--- config.mk ---
export PLATFORM = sky130hd
export DESIGN_NAME = mcoi_onewire_id
export DESIGN_NICKNAME = d
export VERILOG_FILES = /design/src/rtl/mcoi_onewire_id_pkg.sv /design/src/rtl/mcoi_onewire_id_crc8.sv /design/src/rtl/mcoi_onewire_id.sv
export SDC_FILE = /design/constraint.sdc
export NUM_CORES = 1
export LEC_CHECK = 0
export CAP_MARGIN = 20
export CORE_MARGIN = 2
export CORE_UTILIZATION = 45
export DETAILED_ROUTE_END_ITERATION = 6
export PLACE_DENSITY = 0.66
export SLEW_MARGIN = 20
export SYNTH_ARGS = -nofsm -noshare
export SYNTH_HDL_FRONTEND = slang
export SYNTH_SLANG_ARGS = --single-unit
--- constraint.sdc ---
create_clock -name clk -period 6.4 [get_ports clk]
set_clock_uncertainty 0.05 [all_clocks]
set_input_delay 0.96 -clock clk [delete_from_list [all_inputs] [get_ports clk]]
set_output_delay 0.96 -clock clk [all_outputs]
set_load 0.005 [all_outputs]
--- src/rtl/mcoi_onewire_id_pkg.sv ---
// Shared constants, state encoding and CRC helper for the 1-Wire ROM reader.
package McoiOneWirePkg;

    // READ ROM command understood by every single-drop 1-Wire serial number device
    localparam logic [7:0] ONEWIRE_CMD_READ_ROM = 8'h33;

    // Phase durations in microseconds
    localparam logic [9:0] T_RST   = 10'd480;
    localparam logic [9:0] T_PRES  = 10'd70;
    localparam logic [9:0] T_SLOT  = 10'd70;
    localparam logic [9:0] T_LOW1  = 10'd6;
    localparam logic [9:0] T_LOW0  = 10'd60;
    localparam logic [9:0] T_RSAMP = 10'd15;

    // x^8+x^5+x^4+1 in reflected (LSB-first) form
    localparam logic [7:0] CRC8_POLY_REFL = 8'h8C;

    typedef enum logic [2:0] {
        ST_IDLE     = 3'd0,
        ST_RST_LOW  = 3'd1,
        ST_RST_PRES = 3'd2,
        ST_RST_REC  = 3'd3,
        ST_TX_SLOT  = 3'd4,
        ST_RX_SLOT  = 3'd5,
        ST_CHECK    = 3'd6,
        ST_FINISH   = 3'd7
    } onewire_state_t;

    // One serial step of the Dallas CRC-8: shift right, fold in the polynomial on feedback
    function automatic logic [7:0] crc8_step(input logic [7:0] crc, input logic din);
        logic fb;
        fb = crc[0] ^ din;
        return {1'b0, crc[7:1]} ^ (fb ? CRC8_POLY_REFL : 8'h00);
    endfunction

endpackage

--- src/rtl/mcoi_onewire_id_crc8.sv ---
// Serial Dallas CRC-8 engine; a valid 64-bit ROM fed LSB first leaves remainder 0.
module onewire_crc8
    import McoiOneWirePkg::*;
(
    input  logic       clk,
    input  logic       rstn,
    input  logic       clear_i,
    input  logic       en_i,
    input  logic       bit_i,
    output logic [7:0] crc_o
);

    logic [7:0] r_crc;

    // Remainder register: cleared at the start of a ROM read, advanced once per received bit
    always_ff @(posedge clk) begin
        if (!rstn || clear_i) begin
            r_crc <= 8'h00;
        end else if (en_i) begin
            r_crc <= crc8_step(r_crc, bit_i);
        end
    end

    assign crc_o = r_crc;

endmodule

--- src/rtl/mcoi_onewire_id.sv ---
// Reads the 64-bit ROM of a DS2401-class 1-Wire serial number chip with a single
// READ ROM transaction, checks its CRC and holds the last good ID for diagnostics.
module mcoi_onewire_id
    import McoiOneWirePkg::*;
#(
    parameter int CLK_FREQ_HZ = 100_000_000,
    parameter bit AUTO_START  = 1'b1
) (
    input  logic        clk,
    input  logic        rstn,
    input  logic        start_i,
    input  logic        dq_i,
    output logic        dq_oe_o,
    output logic        busy_o,
    output logic        done_o,
    output logic [63:0] id_o,
    output logic        valid_o,
    output logic        no_presence_o,
    output logic        crc_err_o
);

    localparam int         DIV   = CLK_FREQ_HZ / 1_000_000;
    localparam int         PRE_W = (DIV > 1) ? $clog2(DIV) : 1;
    localparam logic [9:0] T_REC = T_RST - T_PRES;

    onewire_state_t   r_state;
    onewire_state_t   w_next;
    logic [PRE_W-1:0] r_pre;
    logic [9:0]       r_us;
    logic [5:0]       r_bit;
    logic             r_dq_s1;
    logic             r_dq_s2;
    logic             r_oe;
    logic             r_auto;
    logic             r_pres;
    logic [63:0]      r_shift;
    logic [63:0]      r_id;
    logic             r_valid;
    logic             r_nopres;
    logic             r_crcerr;

    logic             w_tick;
    logic             w_oe;
    logic             w_slot_end;
    logic             w_sample;
    logic             w_tx_bit;
    logic             w_crc_clear;
    logic             w_crc_en;
    logic [7:0]       w_crc;

    assign w_tick   = (r_pre == PRE_W'(DIV - 1));
    assign w_tx_bit = ONEWIRE_CMD_READ_ROM[r_bit[2:0]];

    // Next-state decode, bus drive and sample strobes for the current phase
    always_comb begin
        w_next     = r_state;
        w_oe       = 1'b0;
        w_slot_end = 1'b0;
        w_sample   = 1'b0;
        case (r_state)
            ST_IDLE: begin
                if (start_i || r_auto) w_next = ST_RST_LOW;
            end
            ST_RST_LOW: begin
                w_oe = 1'b1;
                if (w_tick && r_us == T_RST - 10'd1) w_next = ST_RST_PRES;
            end
            ST_RST_PRES: begin
                if (w_tick && r_us == T_PRES - 10'd1) begin
                    w_sample = 1'b1;
                    w_next   = ST_RST_REC;
                end
            end
            ST_RST_REC: begin
                if (w_tick && r_us == T_REC - 10'd1) w_next = r_pres ? ST_TX_SLOT : ST_FINISH;
            end
            ST_TX_SLOT: begin
                w_oe = (r_us < (w_tx_bit ? T_LOW1 : T_LOW0));
                if (w_tick && r_us == T_SLOT - 10'd1) begin
                    w_slot_end = 1'b1;
                    if (r_bit == 6'd7) w_next = ST_RX_SLOT;
                end
            end
            ST_RX_SLOT: begin
                w_oe = (r_us < T_LOW1);
                if (w_tick && r_us == T_RSAMP - 10'd1) w_sample = 1'b1;
                if (w_tick && r_us == T_SLOT - 10'd1) begin
                    w_slot_end = 1'b1;
                    if (r_bit == 6'd63) w_next = ST_CHECK;
                end
            end
            ST_CHECK:  w_next = ST_FINISH;
            ST_FINISH: w_next = ST_IDLE;
            default:   w_next = ST_IDLE;
        endcase
    end

    // Microsecond time base; restarts on every state entry and every bit slot
    always_ff @(posedge clk) begin
        if (!rstn || (w_next != r_state)) begin
            r_pre <= '0;
            r_us  <= '0;
            r_bit <= '0;
        end else begin
            r_pre <= w_tick ? '0 : r_pre + 1'b1;
            if (w_slot_end) begin
                r_us  <= '0;
                r_bit <= r_bit + 1'b1;
            end else if (w_tick) begin
                r_us <= r_us + 1'b1;
            end
        end
    end

    // State register, DQ synchroniser, registered bus drive and status flags
    always_ff @(posedge clk) begin
        if (!rstn) begin
            r_state  <= ST_IDLE;
            r_auto   <= AUTO_START;
            r_oe     <= 1'b0;
            r_pres   <= 1'b0;
            r_dq_s1  <= 1'b1;
            r_dq_s2  <= 1'b1;
            r_id     <= '0;
            r_valid  <= 1'b0;
            r_nopres <= 1'b0;
            r_crcerr <= 1'b0;
        end else begin
            r_state <= w_next;
            r_oe    <= w_oe;
            r_dq_s1 <= dq_i;
            r_dq_s2 <= r_dq_s1;
            if (r_state == ST_IDLE && w_next == ST_RST_LOW) begin
                r_auto   <= 1'b0;
                r_nopres <= 1'b0;
                r_crcerr <= 1'b0;
            end
            if (r_state == ST_RST_PRES && w_sample) r_pres <= ~r_dq_s2;
            if (r_state == ST_RST_REC && w_next == ST_FINISH) r_nopres <= 1'b1;
            if (r_state == ST_CHECK) begin
                if (w_crc == 8'h00) begin
                    r_id    <= r_shift;
                    r_valid <= 1'b1;
                end else begin
                    r_crcerr <= 1'b1;
                end
            end
        end
    end

    // ROM shift register, LSB first: the first received bit ends up in bit 0
    always_ff @(posedge clk) begin
        if (r_state == ST_RX_SLOT && w_sample) r_shift <= {r_dq_s2, r_shift[63:1]};
    end

    assign w_crc_clear = (r_state == ST_RST_REC) && (w_next == ST_TX_SLOT);
    assign w_crc_en    = (r_state == ST_RX_SLOT) && w_sample;

    onewire_crc8 u_crc8 (
        .clk     (clk),
        .rstn    (rstn),
        .clear_i (w_crc_clear),
        .en_i    (w_crc_en),
        .bit_i   (r_dq_s2),
        .crc_o   (w_crc)
    );

    assign dq_oe_o       = r_oe;
    assign busy_o        = (r_state != ST_IDLE) && (r_state != ST_FINISH);
    assign done_o        = (r_state == ST_FINISH);
    assign id_o          = r_id;
    assign valid_o       = r_valid;
    assign no_presence_o = r_nopres;
    assign crc_err_o     = r_crcerr;

endmodule

==> out/qor.yml, run 1 <==
worstReg2RegEnd: "r_us[2]$_SDFFE_PP0N_"
fp.dieArea_mm2: 0.01487
setup_violations: 0
cts_made_buffers: 17
clock_tree.htree_level_count: 4
clkTransAtPathRegs_ns: 0.06
power_density_mw_per_mm2: 268.7
synth_fa_ha_area_frac: 0.01599
ys_types: 47
place_area_mm2: 0.007103
critPathMaxFanout: 72
gp_congestion: 0.8940
pin_count: 74
synth_area_mm2: 0.006261
stdcell_count: 845
max_stage_delay_ns: 0.69
core_mm2: 0.01372
power.leakage_nw: 2.395
muxShareOfSynthArea: 0.01279
total_power_mw: 2.046
synth_compound_area_frac: 0.07634
port_buffers: 73
synth_top_family_by_area: "simple AND/OR/NAND/NOR gates"
timing.rr.start: "r_pre[3]$_SDFF_PP0_"
synth_xor_area_frac: 0.03217
placementRows: 43
die_h_um: 122.0
avgSynthCellArea_um2: 10.72
clockBufferDepth: 2
multi_input_area_mm2: 0.002042
nNetsFinal: 664
status: "completed"
clock_sinks: 171
worstMarginPinSlew_ns: 0.9736
cts-root-buf: "clkbuf_16"
critPathCapture: "w_tx_bit$_DFF_P_"
synthCells: 584
grtUsageTotal: 0.1674
layout_common_cells: "155 x nand2_1, 107 x dfxtp_1, 73 x clkdlybuf4s50_1"
startpoint: "rstn"
whs_ns: 0.3579
max_clock_freq_mhz: 328.7
setup-tns-final_ns: 0
final_common_cell: "nand2_1"
cp-end-kind: "flip-flop"
synth_nets: 596
grt_pass1_vias: 3901
grt_first_pass_wirelength_um: 19230
ys_seq_elements: 171
routed_wl_um: 11880
n_antenna_cell: 0
crit_type: "primary input to flip-flop"
first_iter_violations: 294
via_count: 4274
clk_latency_ns: 0.41
fin_crit_sh: 0.4754
cap_viol_max_count: 0
yosys.area_share.simple: 0.1871
r2r_cells: 6
final_layout_size_suffix_gt1_frac: 0.08722
initial_core_util: 0.4564
synth_warnings: 0
synth.yosys.seq_area_share: 0.6491
slew_violations: 0
antenna_found_initial: 0
hold_buffers: 0
required_ns: 6.65
rrSetupSlack_ns: 3.42
layout.area.seq_mm2: 0.004064
die_w_um: 122.0
finalInstanceArea_mm2: 0.007616
ant_nets: 0
cpMaxStageDelayCell: "a2111o_2"
cts_setup_buffers: 0
placedCellCount: 813
crit_arrival_ns: 3.29
n_fill_cell: 1161
hp-class: "flip-flop to flip-flop"
grt_max_degree: 73
hold_violations: 0
period_minus_slack_ns: 3.043
grt-ovfl-total: 0
yosysTopAreaCell: "dfxtp_1"
crit_chain: "clkdlybuf4s50_1 -> inv_2 -> buf_4 -> nor2_1 -> o31ai_1 -> a2111o_2 -> or2_2"
syn2layout_area_growth_pct: 21.64
ir_drop_v: 0.0001919
rsz0062_at_grt: "no"
ctsResizeCount: 0
max-slew-margin-rel: 0.3486
wl_per_cell_um: 14.06
avgViaCountPerCell: 5.058
ys_top_cells_by_area: "dfxtp_1 34%, edfxtp_1 31%, nand2_1 9.3%, a21oi_1 5.7%, xor2_1 2.0%"
start_kind: "primary input"
dpl.hpwl_um: 7658
synth_top_area_share: 0.3421
cts_tree: "built"
drc: 0
drtPass1Iterations: 5
## Yosys cell counts (all sizes together)
cell type	number
a22oi	1
or2	2
a21boi	1
or3	3
o311a	1
and2	1
nor4	7
nand2	155
a2111o	1
clkbuf	18
or4bb	1
nor3b	1
ha	8
edfxtp	64
nand3	11
dfxtp	107
nor3	16
o21a	1
o31ai	3
nor4b	1
inv	6
a211oi	2
and3	8
or4b	1
o21ai	6
mux2i	8
nand4	5
xor2	14
xnor2	9
nor2	35
a21oi	72
buf	9
nand2b	4
or4	1
or2b	1
## final cells by class
class                           count  share of cell area
Multi-Input combinational cell    380              0.2681
Inverter                            6            0.002957
Clock inverter                     13             0.01002
Clock buffer                       19             0.05684
Sequential cell                   171              0.5336
Timing Repair Buffer               76             0.09890
Tap cell                          180             0.02957
## per-layer routing
layer | global-route usage | share of wire | up-vias
met5 | 0 | 0 | -
met4 | 0.07328 | 0.013 | 0
met3 | 0.04307 | 0.045 | 15
met2 | 0.2528 | 0.46 | 103
met1 | 0.2286 | 0.48 | 2022
li1 | - | - | 2134
## registers in the layout, summed over array words and instances (netlist names), 3 cells and up
signal / count
u_crc8.crc_o: 8
r_state: 3
r_us: 10
r_pre: 7
r_shift: 64
r_bit: 6
id_o: 64
## logic make-up after synthesis
kind of cell | after synthesis
AND/OR/NAND/NOR | 253
flip-flops | 171
AO/OA/AOI/OAI | 88
buffers and inverters | 33
XOR/XNOR | 23
multiplexers | 8
adder cells (fa/ha/maj) | 8
## power breakdown
part           internal [mW]  leakage, nW  switching [mW]  total (mW)
clock network          0.490        0.246           0.398       0.888
logic                0.00990        0.762          0.0212      0.0311
registers               1.12         1.39         0.00361        1.13
## stage by stage
stage                     worst slack [ns]    util
final                                3.357  0.5551
after global routing                 3.172  0.5551
after CTS                            3.331  0.5549
after detailed placement             2.889  0.5177
after global placement               2.959  0.5177
after floorplan                      3.231       -
## worst min-delay path by stage
stage | startpoint | to | depth (start not counted)
global route | r_dq_s1$_SDFF_PN1_ | r_dq_s2$_SDFF_PN1_ | 1
CTS | r_dq_s1$_SDFF_PN1_ | r_dq_s2$_SDFF_PN1_ | 1
global placement | r_dq_s1$_SDFF_PN1_ | r_dq_s2$_SDFF_PN1_ | 1
floorplan | r_dq_s1$_SDFF_PN1_ | r_dq_s2$_SDFF_PN1_ | 1
finish | r_dq_s1$_SDFF_PN1_ | r_dq_s2$_SDFF_PN1_ | 1
detailed placement | r_dq_s1$_SDFF_PN1_ | r_dq_s2$_SDFF_PN1_ | 1
## worst max-delay path, delay by kind of cell
kind	cells	cell delay, ns
simple gates	2	0.57
buf+inv	3	0.97
compound gates	2	0.77
No activity file was read; power rests on OpenSTA's default activity.
==> run 2: changes to the inputs <==
- PLACE_DENSITY: 0.66 -> 0.69
- clock period: 6.4 -> 2.64 ns (I/O delays scaled with it)
==> out/qor.yml, run 2 (same netlist as run 1, synthesis figures left out) <==
status: "completed"
cts_tree: "built"
wl_per_cell_um: 14.01  # -0.39%
intPower_mw: 4.171  # +160%
routed_wl_um: 12030  # +1.3%
switchingPower_mw: 1.023  # +140%
hp-class: "flip-flop to flip-flop"
max_stage_delay_ns: 0.56  # -0.13 ns
die_w_um: 122.0  # unchanged
final_common_cell: "nand2_1"
dpl.hpwl_um: 8030  # +4.9%
cp-end-kind: "flip-flop"
crit_chain: "or4b_4 -> or3_4 -> or2_4 -> a21oi_2 -> a2111o_2 -> buf_4 -> nor3_1"
worstHoldEndpoint: "r_dq_s2$_SDFF_PN1_"
die_h_um: 122.0  # unchanged
stdcell_count: 859  # +1.7%
core_mm2: 0.01372  # unchanged
sequentialPowerShare: 0.526  # -0.025
slew_violations: 0  # unchanged
grt_first_pass_wirelength_um: 19940  # +3.7%
place_area_mm2: 0.007258  # +2.2%
r2r_cells: 7  # +1
max_clock_freq_mhz: 406.0
via_count: 4276  # +0.047%
setup_violations: 0  # unchanged
final_core_util: 0.5700  # +0.01487
rsz0062_at_grt: "no"
ant_nets: 0  # unchanged
setup-tns-final_ns: 0  # unchanged
placedCellCount: 827  # +1.7%
max-slew-margin-rel: 0.5057  # +0.1572
switching_share: 0.1969  # -0.009970
rrSetupSlack_ns: 0.18  # -3.24 ns
drc: 0  # unchanged
grt_max_degree: 72  # -1.4%
period_minus_slack_ns: 2.463
initial_core_util: 0.4564  # unchanged
p_comb_frac: 0.016  # about the same
setup_ws_ns: 0.1771  # -3.180 ns
syn2layout_area_growth_pct: 24.90
worstMarginPinSlew_ns: 0.7414  # -0.2321 ns
pin_count: 74  # unchanged
clockBufferDepth: 2  # unchanged
timing.rr.start: "r_pre[2]$_SDFF_PP0_"
cts_setup_buffers: 0  # unchanged
clkTransAtPathRegs_ns: 0.06  # about the same
layout.area.seq_mm2: 0.004064  # unchanged
avgViaCountPerCell: 4.978  # -1.6%
nNetsFinal: 678  # +2.1%
multi_input_area_mm2: 0.002038  # -0.18%
placementRows: 43  # unchanged
startpoint: "r_pre[2]$_SDFF_PP0_"
ir_drop_v: 0.0004059  # +110%
grt_pass1_vias: 4100  # +5.1%
port_buffers: 73  # unchanged
worstReg2RegEnd: "r_us[1]$_SDFFE_PP0N_"
final_layout_size_suffix_gt1_frac: 0.1046  # +0.01735
layout_common_cells: "155 x nand2_1, 107 x dfxtp_1, 73 x clkdlybuf4s50_1"
cts_made_buffers: 17  # unchanged
n_fill_cell: 1190  # +2.5%
clock_sinks: 171  # unchanged
first_iter_violations: 350  # +19%
hold_path.startpoint: "r_dq_s1$_SDFF_PN1_"
start_kind: "flip-flop"
pwr-share-clk: 0.458  # +0.024
antenna_found_initial: 0  # unchanged
n_antenna_cell: 0  # unchanged
fp.dieArea_mm2: 0.01487  # unchanged
cts-root-buf: "clkbuf_16"
crit_type: "flip-flop to flip-flop"
fin_crit_sh: 0.9329
ctsResizeCount: 0  # unchanged
power_density_mw_per_mm2: 664.2  # +150%
dp_slack_ns: 0.1795  # -2.709 ns
cap_viol_max_count: 0  # unchanged
grt-ovfl-total: 0  # unchanged
hold_violations: 0  # unchanged
grtUsageTotal: 0.1728  # +0.005389
crit_arrival_ns: 2.72  # -0.57 ns
holdPathStages: 1  # unchanged
clock_tree.htree_level_count: 4  # unchanged
critPathMaxFanout: 11  # -85%
finalInstanceArea_mm2: 0.007820  # +2.7%
cpMaxStageDelayCell: "or4b_4"
required_ns: 2.90  # -3.75 ns
gp_congestion: 0.8744  # -2.2%
drtPass1Iterations: 4  # -1
clk_latency_ns: 0.42  # about the same
power.leakage_nw: 2.514  # +5.0%
hold_buffers: 0  # unchanged
[run 2: worst max-delay path, delay by kind of cell (launching register included)]
| kind | cells | cell delay, ns |
|---|---|---|
| simple gates | 4 | 1.26 |
| compound gates | 2 | 0.49 |
| flops | 1 | 0.36 |
| buf+inv | 1 | 0.19 |
[run 2: worst max path at each step]
stage / cells after the start / slack, ns / endpoint
after CTS: 7 / 0.17 / r_us[1]$_SDFFE_PP0N_
after detailed placement: 7 / 0.18 / r_us[1]$_SDFFE_PP0N_
after global placement: 7 / 0.23 / r_us[1]$_SDFFE_PP0N_
after global routing: 7 / 0.08 / r_us[0]$_SDFFE_PP0N_
final: 7 / 0.18 / r_us[1]$_SDFFE_PP0N_
after floorplan: 3 / 0.18 / r_shift[0]$_DFFE_PP_
[run 2: routing by layer]
layer  up-vias  routed length (um)  track usage
met5         -                   0            0
met3        11                 438      0.04260
met2        80                5778       0.2682
li1       2160                   -            -
met4         0                 149      0.07112
met1      2025                5667       0.2327
[run 2: final cells by class]
| cell class | count | area share |
|---|---|---|
| clock buffers | 24 | 0.05904 |
| well taps | 180 | 0.02880 |
| flip-flops and latches | 171 | 0.5197 |
| repair buffers | 90 | 0.1162 |
| inverters | 6 | 0.002880 |
| clock inverters | 8 | 0.01280 |
| multi-input cells | 380 | 0.2606 |
[run 2: metrics by stage]
step	hold WS (ns)	power, mW
after detailed placement	0.3541	2.875
after CTS	0.3729	5.244
final	0.3640	5.194
after global routing	0.3804	5.359
after global placement	0.3523	2.874
after floorplan	0.3363	2.846
[run 2: power groups by stage]
stage | Clock [mW] | Sequential, mW | Combinational [mW]
6_report | 2.38 | 2.73 | 0.0842
3_5_place_dp | 0 | 2.79 | 0.0851
4_1_cts | 2.43 | 2.73 | 0.0859
2_1_floorplan | 0 | 2.79 | 0.0583
3_3_place_gp | 0 | 2.79 | 0.0845
5_1_grt | 2.53 | 2.73 | 0.0937
